### config.mk
export PLATFORM = sky130hd
export DESIGN_NAME = piso_serializer
export DESIGN_NICKNAME = d
export VERILOG_FILES = /design/src/rtl/piso_pkg.sv /design/src/rtl/piso_hold_buf.sv /design/src/rtl/piso_serializer.sv
export SDC_FILE = /design/constraint.sdc
export NUM_CORES = 1
export LEC_CHECK = 0
export CORE_MARGIN = 4
export CORE_UTILIZATION = 58
export DETAILED_ROUTE_END_ITERATION = 6
export HOLD_SLACK_MARGIN = 0.06
export PLACE_DENSITY = 0.82
export SLEW_MARGIN = 20
export SYNTH_ARGS = -nofsm -noshare
export SYNTH_HDL_FRONTEND = slang
export SYNTH_HIERARCHICAL = 1
export SYNTH_SLANG_ARGS = --single-unit
### constraint.sdc
create_clock -name clk -period 2.94 [get_ports clk]
set_clock_uncertainty 0.1 [all_clocks]
set_input_delay 0.588 -clock clk [delete_from_list [all_inputs] [get_ports clk]]
set_output_delay 0.588 -clock clk [all_outputs]
set_load 0.02 [all_outputs]
### src/rtl/piso_pkg.sv
// Shared types and helpers for the parallel-in / serial-out serializer.
package piso_pkg;

    // Bit order latched with each accepted word.
    typedef enum logic {
        MSB_FIRST = 1'b0,
        LSB_FIRST = 1'b1
    } bit_order_e;

    // Beat counter width: one spare bit above what BEATS needs.
    function automatic int unsigned beat_cnt_width(input int unsigned beats);
        return $clog2(beats) + 1;
    endfunction

endpackage

### src/rtl/piso_hold_buf.sv
// Single-entry holding register that parks the next word while the shifter is busy.
module piso_hold_buf
    import piso_pkg::*;
#(
    parameter int unsigned WIDTH = 8
) (
    input  logic             clk,
    input  logic             reset,
    input  logic             push,
    input  logic [WIDTH-1:0] push_word,
    input  bit_order_e       push_order,
    input  logic             pop,
    output logic [WIDTH-1:0] word,
    output bit_order_e       order,
    output logic             full
);

    // Capture on push; a pop empties the entry (push and pop never coincide).
    always_ff @(posedge clk or posedge reset) begin
        if (reset) begin
            word  <= '0;
            order <= MSB_FIRST;
            full  <= 1'b0;
        end else begin
            if (push) begin
                word  <= push_word;
                order <= push_order;
            end
            if (push) begin
                full <= 1'b1;
            end else if (pop) begin
                full <= 1'b0;
            end
        end
    end

endmodule

### src/rtl/piso_serializer.sv
// Parallel-in / serial-out serializer: one active shifter plus a one-word holding
// register, LANES bits per beat, bit order chosen per word.
module piso_serializer
    import piso_pkg::*;
#(
    parameter int unsigned WIDTH = 8,
    parameter int unsigned LANES = 1
) (
    input  logic             clk,
    input  logic             reset,
    input  logic             in_valid,
    output logic             in_ready,
    input  logic [WIDTH-1:0] in_data,
    input  logic             lsb_first,
    input  logic             ser_en,
    output logic [LANES-1:0] ser_out,
    output logic             ser_valid,
    output logic             frame_done,
    output logic             busy
);

    localparam int unsigned BEATS = WIDTH / LANES;
    localparam int unsigned CW    = beat_cnt_width(BEATS);

    if (WIDTH < 2 || LANES == 0 || (WIDTH % LANES) != 0) begin : g_param_check
        $error("piso_serializer: WIDTH must be >= 2 and an integer multiple of LANES");
    end

    logic [WIDTH-1:0] shreg;
    bit_order_e       shift_order;
    logic             shift_full;
    logic [CW-1:0]    beat_cnt;

    logic [WIDTH-1:0] hold_word;
    bit_order_e       hold_order;
    logic             hold_full;

    logic             accept_c;
    logic             beat_c;
    logic             last_c;
    logic             shift_free_c;
    logic             load_hold_c;
    logic             load_in_c;
    logic             push_c;
    logic             shift_full_next_c;
    logic             hold_full_next_c;
    logic [LANES-1:0] lane_c;

    // Handshake and buffer steering: the shifter takes the held word first, else the
    // incoming word when it is empty or draining its last beat; otherwise park it.
    always_comb begin
        accept_c          = in_valid & in_ready;
        beat_c            = ser_en & shift_full;
        last_c            = beat_c & (beat_cnt == CW'(BEATS - 1));
        shift_free_c      = ~shift_full | last_c;
        load_hold_c       = shift_free_c & hold_full;
        load_in_c         = shift_free_c & ~hold_full & accept_c;
        push_c            = accept_c & ~load_in_c;
        shift_full_next_c = load_hold_c | load_in_c | (shift_full & ~last_c);
        hold_full_next_c  = push_c | (hold_full & ~load_hold_c);
    end

    // Current beat: the low lanes for LSB-first, the high lanes for MSB-first.
    always_comb begin
        lane_c = (shift_order == LSB_FIRST) ? shreg[LANES-1:0] : shreg[WIDTH-1 -: LANES];
    end

    piso_hold_buf #(
        .WIDTH(WIDTH)
    ) u_hold (
        .clk       (clk),
        .reset     (reset),
        .push      (push_c),
        .push_word (in_data),
        .push_order(bit_order_e'(lsb_first)),
        .pop       (load_hold_c),
        .word      (hold_word),
        .order     (hold_order),
        .full      (hold_full)
    );

    // Shifter and beat counter; a reload on the last beat overrides the shift.
    always_ff @(posedge clk or posedge reset) begin
        if (reset) begin
            shreg       <= '0;
            shift_order <= MSB_FIRST;
            shift_full  <= 1'b0;
            beat_cnt    <= '0;
        end else begin
            if (beat_c) begin
                shreg    <= (shift_order == LSB_FIRST) ? (shreg >> LANES) : (shreg << LANES);
                beat_cnt <= beat_cnt + CW'(1);
            end
            if (load_hold_c) begin
                shreg       <= hold_word;
                shift_order <= hold_order;
                beat_cnt    <= '0;
            end else if (load_in_c) begin
                shreg       <= in_data;
                shift_order <= bit_order_e'(lsb_first);
                beat_cnt    <= '0;
            end else if (last_c) begin
                beat_cnt <= '0;
            end
            shift_full <= shift_full_next_c;
        end
    end

    // Registered outputs: serial beat, frame strobe, and occupancy flags.
    always_ff @(posedge clk or posedge reset) begin
        if (reset) begin
            ser_out    <= '0;
            ser_valid  <= 1'b0;
            frame_done <= 1'b0;
            in_ready   <= 1'b0;
            busy       <= 1'b0;
        end else begin
            if (ser_en) begin
                ser_valid <= shift_full;
                if (shift_full) begin
                    ser_out <= lane_c;
                end
            end
            frame_done <= last_c;
            in_ready   <= ~hold_full_next_c;
            busy       <= shift_full_next_c | hold_full_next_c;
        end
    end

endmodule

==> summary by stage <==
Critical path
The kind of end point of the critical path is a flop. In this run the worst path has a maximum fanout of 8. The worst setup path is launched from a primary input.

STA puts the critical path data required time at 3.05 ns. For the worst flop-to-flop path, the logic depth is 4. Data on the critical path arrives at its endpoint at 2.35 ns. The register-to-register setup slack is approximately 0.84 ns. The type of the worst setup path is primary input to flop. The terminus of the critical flop-to-flop path is u_hold/word[2]$_DFFE_PP0P_. The worst register-to-register path begins at u_hold/full$_DFFE_PP0P_.

Layout
Compared with the post-synthesis result, the final layout area differs by 17.5%. Counting the fill cells in the layout gives 174. Of the cells placed in the final design, the portion with a size suffix greater than 1 is 19.2%. The final design instance area without fill is 1760 um^2. In the final layout, the multi-input gates occupy 714 um^2. The diode insertion count for antenna repair is 0. After the last flow step, the layout net total stands at 164. In the final layout, flip-flops and latches occupy 726 um^2. The count of cells in the finished layout, fillers not included, comes to 181. The end-of-flow core utilization is 71.2%.

STA
The smallest clock period supported by the final layout is computed as around 2.2 ns. The measured slew at the worst slew-check pin is 0.768 ns. The final critical path takes up roughly three quarters of the cycle. The post-route setup TNS is 0 ns.

The worst slew margin relative to its limit is 48.7%. The setup slack of the critical path after layout is 0.699 ns. The maximum operating frequency is 0.446 GHz. The final number of max-transition violations is 0.

Across all hold checks on the routed design, the worst slack comes to between 0.4 and 0.5 ns. Setup violations remaining at the end of the flow were counted as 0. The hold violation count in the final report is 0. Setup repair after global routing left no endpoint under its margin.

Floorplanning
In this run the horizontal extent of the chip is a little under 60 um. In this run the standard cell core region covers 2480 um^2. The floorplan step defined a die boundary enclosing about 3500 um^2. The placement row count is 18. 18 I/O pins were placed. The die is 58.9 um tall. For this configuration, the core starts out at a cell density of 60.6%.

GRT
The first global-routing pass estimated 5.27 mm of wire. Summed over all layers, the global routing overflow is 0. The via count of the first global-routing pass is 1121. The met3 track demand over resource is under 10%. Global routing used 20.5% of the available tracks. The maximum number of pins on one net before global-route repair is 20. The most used routing layer is met2. The met1 usage in global routing is 27.8%. For met2 alone, demand over resource in global routing was about 31%. The number of antenna violations at the first check in global routing is 0.

Drt
The violation count after the first detailed-route iteration is between 60 and 70. In the final routed layout, each cell accounts on average for roughly 18 um. Using the TritonRoute via totals, the vias-per-cell ratio works out to 6.12. The count of antenna-violating nets left after detailed routing is 0. The final wirelength is ~3.2 mm. Summing over every cut layer, the via total after detailed routing is 1107. In the routed design, unresolved DRC markers number 0. The first-pass detailed-route iteration total is 4.

Place
The number of cells after detailed placement is 173. The count of buffers inserted at the top-level ports is 17. Once detailed placement completed, the half-perimeter wirelength came to 2.22 mm.

Routability-driven placement finished with a final weighted congestion of 0.816. The worst slack at placement is around 0.38 ns. Once placement finished, the instance area stood at 1690 um^2.

Yosys
The share of synthesized flip-flops with an asynchronous set or reset is 100%. The most used flip-flop cell after synthesis is dfrtp_1. In this run, distinct cell masters in the synthesized netlist total 37. Synthesis produced a netlist with a net count of 144.

For this run, the number of Yosys warnings is 6. The post-synthesis average cell area is 11.5 um^2. The biggest area consumer among synthesized cells is dfrtp_1.

For this run, the register share of the synthesized area comes to 48.4%. The synthesized design devotes to its leading area cell type between 40% and 50% of total area. Counting flops and latches in the post-synthesis netlist gives 29.

Sorting the synthesized cells by area gives the leading types as dfrtp_1 (48%), mux2_4 (9.0%), mux2i_1 (7.3%). Counting every instance in the synthesized netlist gives 130. The number of enable-type register cells in the synthesized netlist is 0. In this run the cell area of the synthesized design comes to 1500 um^2.

CTS
The cell chosen for the clock root is clkbuf_4. Post-CTS repair changed the size of 0 cells. The later pin in the worst-skew pair is clocked with a latency of 0.33 ns.

In this run, post-CTS hold repair placed 0 buffers. The clock tree from TritonCTS is yes. In this run the post-CTS setup repair buffer count came out at 0.

The number of clock sinks seen by CTS is 29. The buffer depth of the longest clock path is 2. The H-tree was split into 2 levels. Clock-pin slew was measured on the worst setup and hold paths at 0.09 ns.

The number of CTS-inserted buffers is 5.

Power and ir drop
The leakage dissipation is 0.797 nW. The design draws between 1.5 and 2 mW. Net switching is between 30% and 40% of the power. The internal portion of the total power is between 1 and 1.5 mW. Dividing total power by cell area gives a power density of around 920 nW/um^2. Combinational cells account for 36.6% of the total power. Across the VDD grid, the largest voltage drop is 0.684 mV. The net switching power is 583 uW. The share of power burned in registers is 46.0%.

The clock network is responsible for 17.4% of the overall power.

Job
The number of max-capacitance violations reported is 0.

Worst hold path
In this run the worst hold path is classified as flop to flop. The destination of the worst hold path is ser_out$_DFFE_PP0P_. The cell depth of the worst min-delay path is 2. The critical hold path startpoint is ser_out$_DFFE_PP0P_.

Outcome
The run finished with clean final reports.
==> per-layer routing <==
metal  vias to the layer above  routed length, um
met5                         -                  0
met4                         0                 48
met3                         6                151
met2                        36               1490
met1                       552               1500
li1                        513                  -
==> Yosys cell counts, types with 2 or more instances <==
master,instances
a21oi_1,5
a22o_1,2
a31oi_1,3
a32oi_1,6
buf_1,2
buf_2,3
dfrtp_1,29
inv_1,6
mux2_2,5
mux2_4,9
mux2i_1,11
nand2_1,12
nand3_1,4
nor2_1,3
o21ai_0,4
o21ai_1,5
==> sequential cells by signal (all words and copies together) (netlist names) <==
register      count
shift_order       1
ser_out           1
in_ready          1
ser_valid         1
frame_done        1
u_hold/order      1
u_hold/word       8
shift_full        1
shreg             8
beat_cnt          4
busy              1
u_hold/full       1
==> worst max-delay path: stages <==
cell and delay (ns):
clkdlybuf4s50_1 0.55, nand4b_4 0.19, nand2_1 0.08, a21oi_1 0.35
buf_4 0.27, mux2_4 0.31
==> worst max-delay path by stage <==
stage / startpoint / endpoint
2_1_floorplan: beat_cnt[0]$_DFFE_PP0P_ / u_hold/order$_DFFE_PP0P_
3_3_place_gp: ser_en / u_hold/word[1]$_DFFE_PP0P_
3_5_place_dp: ser_en / u_hold/word[1]$_DFFE_PP0P_
4_1_cts: ser_en / u_hold/word[2]$_DFFE_PP0P_
5_1_grt: ser_en / u_hold/word[6]$_DFFE_PP0P_
6_report: ser_en / u_hold/word[2]$_DFFE_PP0P_
==> logic make-up after synthesis <==
group | share of synthesized area, %
xor gates and xnor gates | 0.584
buffers and inverters | 4.00
AOI/OAI and AO/OA | 16.2
adders and majority gates | 1.50
DFF | 48.4
and+or+nand+nor | 9.26
muxes | 20.1
==> placed cells by master, fill, tap and decap left out, types with 2 or more instances in the layout <==
cell / Yosys / layout
clkdlybuf4s50_1: 0 / 17
o21ai_1: 5 / 5
clkbuf_8: 0 / 2
nor2_1: 3 / 3
mux2i_1: 11 / 11
inv_1: 6 / 6
mux2_4: 9 / 9
a32oi_1: 6 / 6
dfrtp_1: 29 / 29
a22o_1: 2 / 2
a21oi_1: 5 / 5
o21ai_0: 4 / 4
nand2_1: 12 / 12
a31oi_1: 3 / 3
buf_4: 0 / 3
nand3_1: 4 / 4
mux2_2: 5 / 5
clkbuf_4: 0 / 5
==> cell type report <==
cell class / count / share of cell area, %
clock buffers: 7 / 3.69
well taps: 30 / 2.13
multi-input cells: 88 / 40.5
inverters: 6 / 1.28
clock inverters: 1 / 0.284
repair buffers: 20 / 10.9
flip-flops and latches: 29 / 41.2
==> power by group through the flow <==
stage / logic, mW / clock network [mW] / registers [mW]
after detailed placement: 0.592 / 0 / 0.746
after global placement: 0.568 / 0 / 0.739
final: 0.593 / 0.282 / 0.744
after CTS: 0.596 / 0.287 / 0.739
after global routing: 0.650 / 0.306 / 0.769
after floorplan: 0.489 / 0 / 0.679
No activity file was read; power rests on OpenSTA's default activity.
